### config.mk
export PLATFORM = sky130hd
export DESIGN_NAME = irq_spr_unit
export DESIGN_NICKNAME = d
export VERILOG_FILES = /design/src/rtl/irq_spr_unit.sv
export SDC_FILE = /design/constraint.sdc
export NUM_CORES = 1
export LEC_CHECK = 0
export BUFFER_PORTS_ARGS = -buffer_cell sky130_fd_sc_hd__buf_2
export CORE_MARGIN = 8
export CORE_UTILIZATION = 34
export DETAILED_ROUTE_END_ITERATION = 12
export HOLD_SLACK_MARGIN = 0.06
export PLACE_DENSITY = 0.52
export SYNTH_ARGS = -nofsm -noshare
export SYNTH_HDL_FRONTEND = slang
export SYNTH_SLANG_ARGS = --single-unit
### constraint.sdc
create_clock -name clk -period 2.7 [get_ports clk]
set_input_delay 0.135 -clock clk [delete_from_list [all_inputs] [get_ports clk]]
set_output_delay 0.135 -clock clk [all_outputs]
set_load 0.02 [all_outputs]
### src/rtl/irq_spr_unit.sv
`default_nettype none
// ============================================================================
//  Module      : irq_spr_unit
//  Description : Interrupt cause collection, masking and priority resolution
//                with a registered one-cycle jump-to-ISR pulse issued only at
//                an instruction boundary. Saves the machine state (esr, eca,
//                epc, edata, emode) on entry and restores sr/mode on eret.
//                Owns the special-purpose register file used by movi2s/movs2i.
//  Revision    : 1.0 - initial release
// ----------------------------------------------------------------------------
//  Ports
//    clk            rising-edge clock
//    rst_n          asynchronous active-low reset
//    ca_i           cause lines (level, sampled every cycle)
//    instr_done_i   retiring instruction, interrupt boundary
//    eret_i         return-from-exception retires this cycle
//    pc_i           PC of the retiring instruction
//    next_pc_i      PC the core would fetch next
//    ea_i           effective address of the retiring instruction
//    spr_we_i       SPR write strobe
//    spr_addr_i     SPR index: 0 sr,1 esr,2 eca,3 epc,4 edata,5 pto,6 ptl,7 mode
//    spr_wdata_i    SPR write data
//    spr_rdata_o    combinational SPR read data
//    jisr_o         one-cycle jump-to-ISR pulse
//    il_o           index of the serviced cause, valid while jisr_o=1
//    sr_o           status register (interrupt mask)
//    epc_o          saved PC, the eret target
//    pto_o, ptl_o   page-table origin and length
//    mode_o         0 = system, 1 = user
// ============================================================================
module irq_spr_unit #(
    parameter int NUM_CAUSES = 23,
    parameter int NUM_NMI    = 6,
    parameter int REPEAT_LIM = 6,
    parameter int DATA_W     = 32,
    parameter int IL_W       = 5
) (
    input  logic                  clk,
    input  logic                  rst_n,
    input  logic [NUM_CAUSES-1:0] ca_i,
    input  logic                  instr_done_i,
    input  logic                  eret_i,
    input  logic [DATA_W-1:0]     pc_i,
    input  logic [DATA_W-1:0]     next_pc_i,
    input  logic [DATA_W-1:0]     ea_i,
    input  logic                  spr_we_i,
    input  logic [2:0]            spr_addr_i,
    input  logic [DATA_W-1:0]     spr_wdata_i,
    output logic [DATA_W-1:0]     spr_rdata_o,
    output logic                  jisr_o,
    output logic [IL_W-1:0]       il_o,
    output logic [DATA_W-1:0]     sr_o,
    output logic [DATA_W-1:0]     epc_o,
    output logic [DATA_W-1:0]     pto_o,
    output logic [DATA_W-1:0]     ptl_o,
    output logic                  mode_o
);

    localparam logic [0:0] S_RUN  = 1'b0;
    localparam logic [0:0] S_JISR = 1'b1;

    // Bits below NUM_NMI are non-maskable and never latched.
    localparam logic [NUM_CAUSES-1:0] NMI_MASK =
        NUM_CAUSES'((64'd1 << NUM_NMI) - 64'd1);
    // Bits of eca that can ever be non-zero.
    localparam logic [DATA_W-1:0] ECA_MASK = DATA_W'({NUM_CAUSES{1'b1}});

    logic [0:0]            state_q, state_d;
    logic [IL_W-1:0]       il_q, il_d;
    logic [NUM_CAUSES-1:0] pend_q, pend_d;
    logic [DATA_W-1:0]     sr_q, sr_d;
    logic [DATA_W-1:0]     esr_q, esr_d;
    logic [DATA_W-1:0]     eca_q, eca_d;
    logic [DATA_W-1:0]     epc_q, epc_d;
    logic [DATA_W-1:0]     edata_q, edata_d;
    logic [DATA_W-1:0]     pto_q, pto_d;
    logic [DATA_W-1:0]     ptl_q, ptl_d;
    logic                  mode_q, mode_d;
    logic                  emode_q, emode_d;

    logic [NUM_CAUSES-1:0] act;
    logic [NUM_CAUSES-1:0] mca;
    logic [IL_W-1:0]       il_next;
    logic                  take;
    logic                  do_eret;

    // Latched causes merged with live ones; NMI lines are live only.
    assign act = ((pend_q | ca_i) & ~NMI_MASK) | (ca_i & NMI_MASK);
    assign mca = act & (NMI_MASK | sr_q[NUM_CAUSES-1:0]);

    // Lowest set index wins: scan downward so the last hit is the lowest.
    always_comb begin
        il_next = '0;
        for (int i = NUM_CAUSES - 1; i >= 0; i--) begin
            if (mca[i]) begin
                il_next = IL_W'(i);
            end
        end
    end

    // No new entry while the pulse is out; eret yields to an entry.
    assign take    = (state_q == S_RUN) && instr_done_i && (|mca);
    assign do_eret = (state_q == S_RUN) && eret_i && !take;

    always_comb begin
        state_d = take ? S_JISR : S_RUN;
        il_d    = take ? il_next : il_q;
        // Set wins over clear for a cause asserted on the service edge.
        pend_d  = ((take ? (pend_q & ~mca) : pend_q) | ca_i) & ~NMI_MASK;
        sr_d    = sr_q;
        esr_d   = esr_q;
        eca_d   = eca_q;
        epc_d   = epc_q;
        edata_d = edata_q;
        pto_d   = pto_q;
        ptl_d   = ptl_q;
        mode_d  = mode_q;
        emode_d = emode_q;

        if (spr_we_i) begin
            case (spr_addr_i)
                3'd0:    sr_d    = spr_wdata_i;
                3'd1:    esr_d   = spr_wdata_i;
                3'd2:    eca_d   = spr_wdata_i & ECA_MASK;
                3'd3:    epc_d   = spr_wdata_i;
                3'd4:    edata_d = spr_wdata_i;
                3'd5:    pto_d   = spr_wdata_i;
                3'd6:    ptl_d   = spr_wdata_i;
                default: ;
            endcase
        end

        if (do_eret) begin
            sr_d   = esr_q;
            mode_d = emode_q;
        end

        // Entry overrides any same-cycle write to sr/esr/eca/epc/edata.
        if (take) begin
            esr_d   = sr_q;
            emode_d = mode_q;
            eca_d   = DATA_W'(mca);
            edata_d = ea_i;
            epc_d   = (32'(il_next) < 32'(REPEAT_LIM)) ? pc_i : next_pc_i;
            sr_d    = '0;
            mode_d  = 1'b0;
        end
    end

    always_ff @(posedge clk or negedge rst_n) begin
        if (!rst_n) begin
            state_q <= S_RUN;
            il_q    <= '0;
            pend_q  <= '0;
            sr_q    <= '0;
            esr_q   <= '0;
            eca_q   <= '0;
            epc_q   <= '0;
            edata_q <= '0;
            pto_q   <= '0;
            ptl_q   <= '0;
            mode_q  <= 1'b0;
            emode_q <= 1'b0;
        end else begin
            state_q <= state_d;
            il_q    <= il_d;
            pend_q  <= pend_d;
            sr_q    <= sr_d;
            esr_q   <= esr_d;
            eca_q   <= eca_d;
            epc_q   <= epc_d;
            edata_q <= edata_d;
            pto_q   <= pto_d;
            ptl_q   <= ptl_d;
            mode_q  <= mode_d;
            emode_q <= emode_d;
        end
    end

    always_comb begin
        spr_rdata_o = '0;
        case (spr_addr_i)
            3'd0:    spr_rdata_o = sr_q;
            3'd1:    spr_rdata_o = esr_q;
            3'd2:    spr_rdata_o = eca_q;
            3'd3:    spr_rdata_o = epc_q;
            3'd4:    spr_rdata_o = edata_q;
            3'd5:    spr_rdata_o = pto_q;
            3'd6:    spr_rdata_o = ptl_q;
            default: spr_rdata_o = DATA_W'({emode_q, mode_q});
        endcase
    end

    assign jisr_o = (state_q == S_JISR);
    assign il_o   = il_q;
    assign sr_o   = sr_q;
    assign epc_o  = epc_q;
    assign pto_o  = pto_q;
    assign ptl_o  = ptl_q;
    assign mode_o = mode_q;

endmodule
`default_nettype wire

# Yosys cells after proc, flatten, opt, wreduce, memory -nomap -nowiden
# Cells that the tools add are included.
# classes
n_bitwise	7
n_reduce_logical	22
n_lt_le_gt_ge	1
mux	45
eq_ne	6
# ops
op	n
$mux W32	17
$pmux W32 S7	1
$mux W5	23
$and A23 B23 Y23	2
$or A23 B23 Y23	2
$mux W23	1
$not A23 Y23	1
$or A23 B6 Y23	1
$reduce_or A23 Y1	1
$reduce_and A2 Y1	7
$reduce_bool A2 Y1	6
$eq A3 B3 Y1 const B	3
$eq A3 B2 Y1 const B	2
$reduce_bool A3 Y1	2
$lt A5 B3 Y1 const B	1
$logic_and A1 B1 Y1	4
$eq A3 B1 Y1 const B	1
$logic_not A3 Y1	1
$mux W1	3
$logic_not A1 Y1	1
$not A1 Y1	1
# word_totals
wordCells	93
register_bits	249

# Logic depth before layout (Yosys ltp)
# logic_depth
ltp_word	29
mapped_depth	10
mapped_depth_nobuf	7

# Worst setup path after synthesis
# Ideal clock, no wire load.
# synth_path
path_type	register -> register
startpoint	register pend_q[15]
endpoint	register eca_q[15]
stages_incl_launch_ff	11
setup_slack_ns	0.426
arrival_ns	2.132
path_cell_list	dfrtp_1 o21ai_0 nand4_1 or3_4 o21ai_4 inv_2 buf_6 buf_6 buf_2 a211oi_1 a21oi_1
# synth_via
elab_chain_cells	7
elab_cells_between_ends	9
cone_classes	1 x mux; 3 x bitwise; 5 x reduce/logical
# synth_lines
element	line_no	source
from (decl)	70	logic [NUM_CAUSES-1:0] pend_q, pend_d;
from (signal assigned)	167	pend_q <= pend_d;
$or A23 B23 Y23 *	88	assign act = ((pend_q | ca_i) & ~NMI_MASK) | (ca_i & NMI_MASK);
$or A23 B6 Y23 *	88	
$and A23 B23 Y23 *	89	assign mca = act & (NMI_MASK | sr_q[NUM_CAUSES-1:0]);
$reduce_or A23 Y1	102	assign take = (state_q == S_RUN) && instr_done_i && (|mca);
$logic_and A1 B1 Y1	102	
$reduce_bool A2 Y1 (no line)	n/a	
$reduce_and A2 Y1 (no line)	n/a	
to (signal assigned)	157	eca_q <= '0;
to (signal assigned)	170	eca_q <= eca_d;
to (decl)	73	logic [DATA_W-1:0] eca_q, eca_d;
# Every way passes the cells marked *; elsewhere a longest branch is shown, timed or not.
# A chain may end at the register's enable or synchronous reset.

# Worst setup path in the final report
# layout_path
startpoint	register sr_q[21] (netlist: sr_o[21])
endpoint	register epc_q[31] (netlist: epc_o[31])
# layout_via
elab_chain_cells	26
elab_cells_between_ends	31
cone_classes	1 x order compare; 24 x mux; 1 x bitwise; 5 x reduce/logical
# layout_lines
element	line_no	source
from (decl)	71	logic [DATA_W-1:0] sr_q, sr_d;
from (signal assigned)	168	sr_q <= sr_d;
$and A23 B23 Y23 *	89	
$mux W5 (22 in series)	95	if (mca[i]) begin
$lt A5 B3 Y1	144	epc_d = (32'(il_next) < 32'(REPEAT_LIM)) ? pc_i : next_pc_i;
$mux W32	144	
$mux W32	139	if (take) begin
to (signal assigned)	171	epc_q <= epc_d;
to (decl)	74	logic [DATA_W-1:0] epc_q, epc_d;
# Marks and branches as above.

==> flow_metrics.py <==
metrics = {
    "detailed_routing": {
        "m1WireLength_mm": 23.0,
        "firstDrtPassIters": 7,
        "avgRoutedWirePerCell_um": 25.3,
        "met2WireLength_mm": 25.2,
        "postRouteWirelength_mm": 54.2,
        "detailedRoute.firstIterationViolations": 1020,
        "top_layer_used": "met5",
        "viasPerCell": 5.61,
        "detail-route-antenna-nets": 0,
        "via_count": 12017,
        "dr_wl_met3_mm": 4.41,
        "detail_route.drc_violations": 0,
    },
    "finish": {
        "drive_gt1_frac": 0.335,
        "layout.nets": 1806,
        "n_fill_cell": 3454,
        "multi_input_comb_area_um2": 6320,
        "layout_stage_area_growth_over_the_synthesis_result_pct": 40.4,
        "area_of_all_sequential_standard_cells_um2": 6010,
    },
    "sta": {
        "setup_violations": 0,
        "setup_ws_ps": 127,
        "rsz0062_at_grt": "no",
        "slew-limit-headroom": 0.182,
        "final_critical_path_share_of_the_clock_period": 0.953,
        "timing.final.crit_period_ps": 2570,
        "maxClockFrequency_mhz": 389,
        "worst-slew-pin-transition_ps": 1220,
        "setup_tns_ps": 0,
        "hold_viol_final": 0,
        "clock-skew-final_ps": 25.4,
        "timing_max_transition_violations_final": 0,
    },
    "yosys": {
        "synthDistinctLibCells": 50,
        "post_synth_arst_share": 1.00,
        "share_of_synthesized_area_occupied_by_flip_flops_and_latches": 0.475,
        "ys_seq_elements": 240,
        "synth_top_cells_by_area": "sky130_fd_sc_hd__dfrtp_1, sky130_fd_sc_hd__mux2i_1, sky130_fd_sc_hd__mux2_2",
        "synth-edff-count": 0,
        "synthesis.instances": 1176,
        "yosysMostFrequentCell": "sky130_fd_sc_hd__dfrtp_1",
        "synth_top_area_cell": "sky130_fd_sc_hd__dfrtp_1",
        "ys.warnings.count": 0,
        "syn_area_um2": 12600,
        "post-synth-top-area-fraction": 0.475,
        "synth.top_cells.by_count": "sky130_fd_sc_hd__dfrtp_1, sky130_fd_sc_hd__mux2i_1, sky130_fd_sc_hd__o21ai_0",
        "net_count_after_synthesis": 1335,
        "yosys_most_used_dff": "sky130_fd_sc_hd__dfrtp_1",
        "synth_area_per_cell_um2": 10.7,
    },
    "critical_path": {
        "crit_chain": "o21ai_0 -> buf_4 -> nand3_1 -> nand4b_1 -> nor3_1 -> nor2_4 -> a221o_1",
        "critical_path_type": "flop to flop",
        "end_kind": "flop",
        "critPathTopFamily": "simple AND/OR/NAND/NOR gates",
        "critical_path.startpoint_type": "flop",
        "ff2ff_setup_slack_ps": 130,
        "critical_path.n_buffers_inverters": 1,
        "worst_r2r_path_cells": 7,
        "cell_at_the_slowest_stage_of_the_critical_path": "sky130_fd_sc_hd__nor2_4",
        "timing.rr.start": "sr_o[21]$_DFFE_PN0P_",
        "worst_ep_arrival_time_ps": 3070,
        "cp_data_required_time_ps": 3200,
        "critPathMaxStageDelay_ps": 940,
        "reg2reg_to": "epc_o[31]$_DFFE_PN0P_",
        "crit_path_max_fanout": 32,
    },
    "power_and_ir_drop": {
        "design_power_total_uw": 12300,
        "pwr_density_cell_nw_per_um2": 694,
        "p_leak_uw": 0.00785,
        "peakVddDrop_mv": 0.490,
    },
    "die": {
        "floorplan.die.width_um": 209,
        "floorplan.die_area_um2": 43600,
        "core_region_area_um2": 36600,
        "initial_core_utilization": 0.345,
        "fp-row-count": 70,
        "die_y_um": 209,
        "num_io_pins": 326,
    },
    "global_route": {
        "grt.total_usage": 0.238,
        "antenna_found_initial": 7,
        "largest_net_degree_at_the_start_of_global_routing": 73,
        "wire_length_of_the_first_global_routing_pass_mm": 80.7,
        "via_count_of_the_first_global_routing_pass": 12641,
        "grt.overflow.total": 0,
    },
    "cts": {
        "cts_buffer_depth": 3,
        "cts.reportedPaths.clkPinSlew_ps": 60,
        "total_cts_buffers": 30,
        "htreeDepth": 1,
        "clkLatencyLatePin_ps": 580,
        "cts_tree": "yes",
        "ctsRootBufferMaster": "sky130_fd_sc_hd__clkbuf_16",
        "cts_sink_cnt": 240,
    },
    "placed_design": {
        "dp_hpwl_mm": 36.3,
        "pre_cts_slack_ps": 67.0,
        "port-buffer-count": 325,
        "gp_routability_congestion": 0.828,
    },
    "hold_path": {
        "hold_path.startpoint": "instr_done_i",
        "worstHoldEndpoint": "sr_o[14]$_DFFE_PN0P_",
        "timing.hold.worst.class": "primary input to flop",
        "worst_hold_path.num_cells": 5,
    },
    "outcome": {
        "status": "finished clean",
    },
    "flow_run": {
        "number_of_max_cap_violations": 0,
    },
}
==> tightest hold or removal path, stage by stage <==
cell and delay, ps:
sky130_fd_sc_hd__buf_2 120, sky130_fd_sc_hd__o21ai_4 70, sky130_fd_sc_hd__buf_12 170, sky130_fd_sc_hd__nand3_1 90, sky130_fd_sc_hd__a2bb2oi_1 60
==> sequential cells by signal, indices dropped and copies added (netlist names) <==
name	flops
jisr_o	1
edata_q	32
pend_q	17
emode_q	1
ptl_o	32
mode_o	1
sr_o	32
pto_o	32
epc_o	32
esr_q	32
eca_q	23
il_o	5
==> what timing repair did <==
action / 4_1_cts / 5_1_grt
setup endpoints to repair: 0 / 36
buffers inserted: 0 / 3
hold buffers: 152 / 0
gates resized for setup: 0 / 4
hold endpoints to repair: 476 / 0
==> per-layer routing <==
metal,up-vias,global-route usage
met4,6,0.0617
met5,-,0
met3,90,0.0629
met1,6010,0.311
met2,503,0.385
li1,5408,-
==> layout by cell type, fill, tap and decap left out, types with 15 or more instances in the layout <==
cell and instances:
sky130_fd_sc_hd__mux2i_1 122, sky130_fd_sc_hd__mux2_2 89, sky130_fd_sc_hd__a21oi_1 49, sky130_fd_sc_hd__nor2_1 47
sky130_fd_sc_hd__a22oi_1 30, sky130_fd_sc_hd__a2bb2oi_1 32, sky130_fd_sc_hd__o211ai_1 34, sky130_fd_sc_hd__nor2b_1 15
sky130_fd_sc_hd__nand3_1 39, sky130_fd_sc_hd__nand2_1 91, sky130_fd_sc_hd__buf_2 321, sky130_fd_sc_hd__dlygate4sd3_1 152
sky130_fd_sc_hd__o2bb2ai_1 32, sky130_fd_sc_hd__o21ai_0 110, sky130_fd_sc_hd__dfrtp_1 240, sky130_fd_sc_hd__clkbuf_16 30
sky130_fd_sc_hd__buf_4 50, sky130_fd_sc_hd__a21o_1 17, sky130_fd_sc_hd__a221o_1 32
==> per-stage QoR <==
stage	instance area [um2]	hold slack (ps)	std cells	utilization
after CTS	17700	90.3	2133	0.482
after detailed placement	15100	134	1927	0.414
after global placement	15100	143	1927	0.414
final	17700	113	2142	0.485
after global routing	17700	109	2142	0.485
after floorplan	12600	-161	1176	-
==> cells by family after synthesis <==
kind of cell           count (synthesis)  synth area share
and+or+nand+nor                      224            0.0811
buffers and inverters                103            0.0337
AOI/OAI and AO/OA                    385             0.211
DFF                                  240             0.475
muxes                                224             0.199
==> worst max path at each step <==
stage	start	end	slack (ps)	cells after the start
floorplan	pend_q[15]$_DFF_PN0_	eca_q[15]$_DFFE_PN0P_	430	10
global placement	pend_q[6]$_DFF_PN0_	epc_o[23]$_DFFE_PN0P_	110	6
detailed placement	pend_q[6]$_DFF_PN0_	epc_o[31]$_DFFE_PN0P_	70	6
CTS	pend_q[6]$_DFF_PN0_	epc_o[31]$_DFFE_PN0P_	50	6
global route	sr_o[21]$_DFFE_PN0P_	epc_o[11]$_DFFE_PN0P_	3	7
finish	sr_o[21]$_DFFE_PN0P_	epc_o[31]$_DFFE_PN0P_	130	7
==> cell type report <==
cell class | instances | area share
Antenna cell | 5 | 0.000705
Clock buffer | 44 | 0.0498
Clock inverter | 10 | 0.00663
Inverter | 3 | 0.000917
Multi-Input combinational cell | 834 | 0.356
Sequential cell | 240 | 0.339
Tap cell | 468 | 0.0330
Timing Repair Buffer | 538 | 0.214
==> report_power, final <==
group          switching (uW)  internal [uW]
sequential                520           4210
combinational            1970           1470
clock                    1680           2450
No activity file was read; power rests on OpenSTA's default activity.
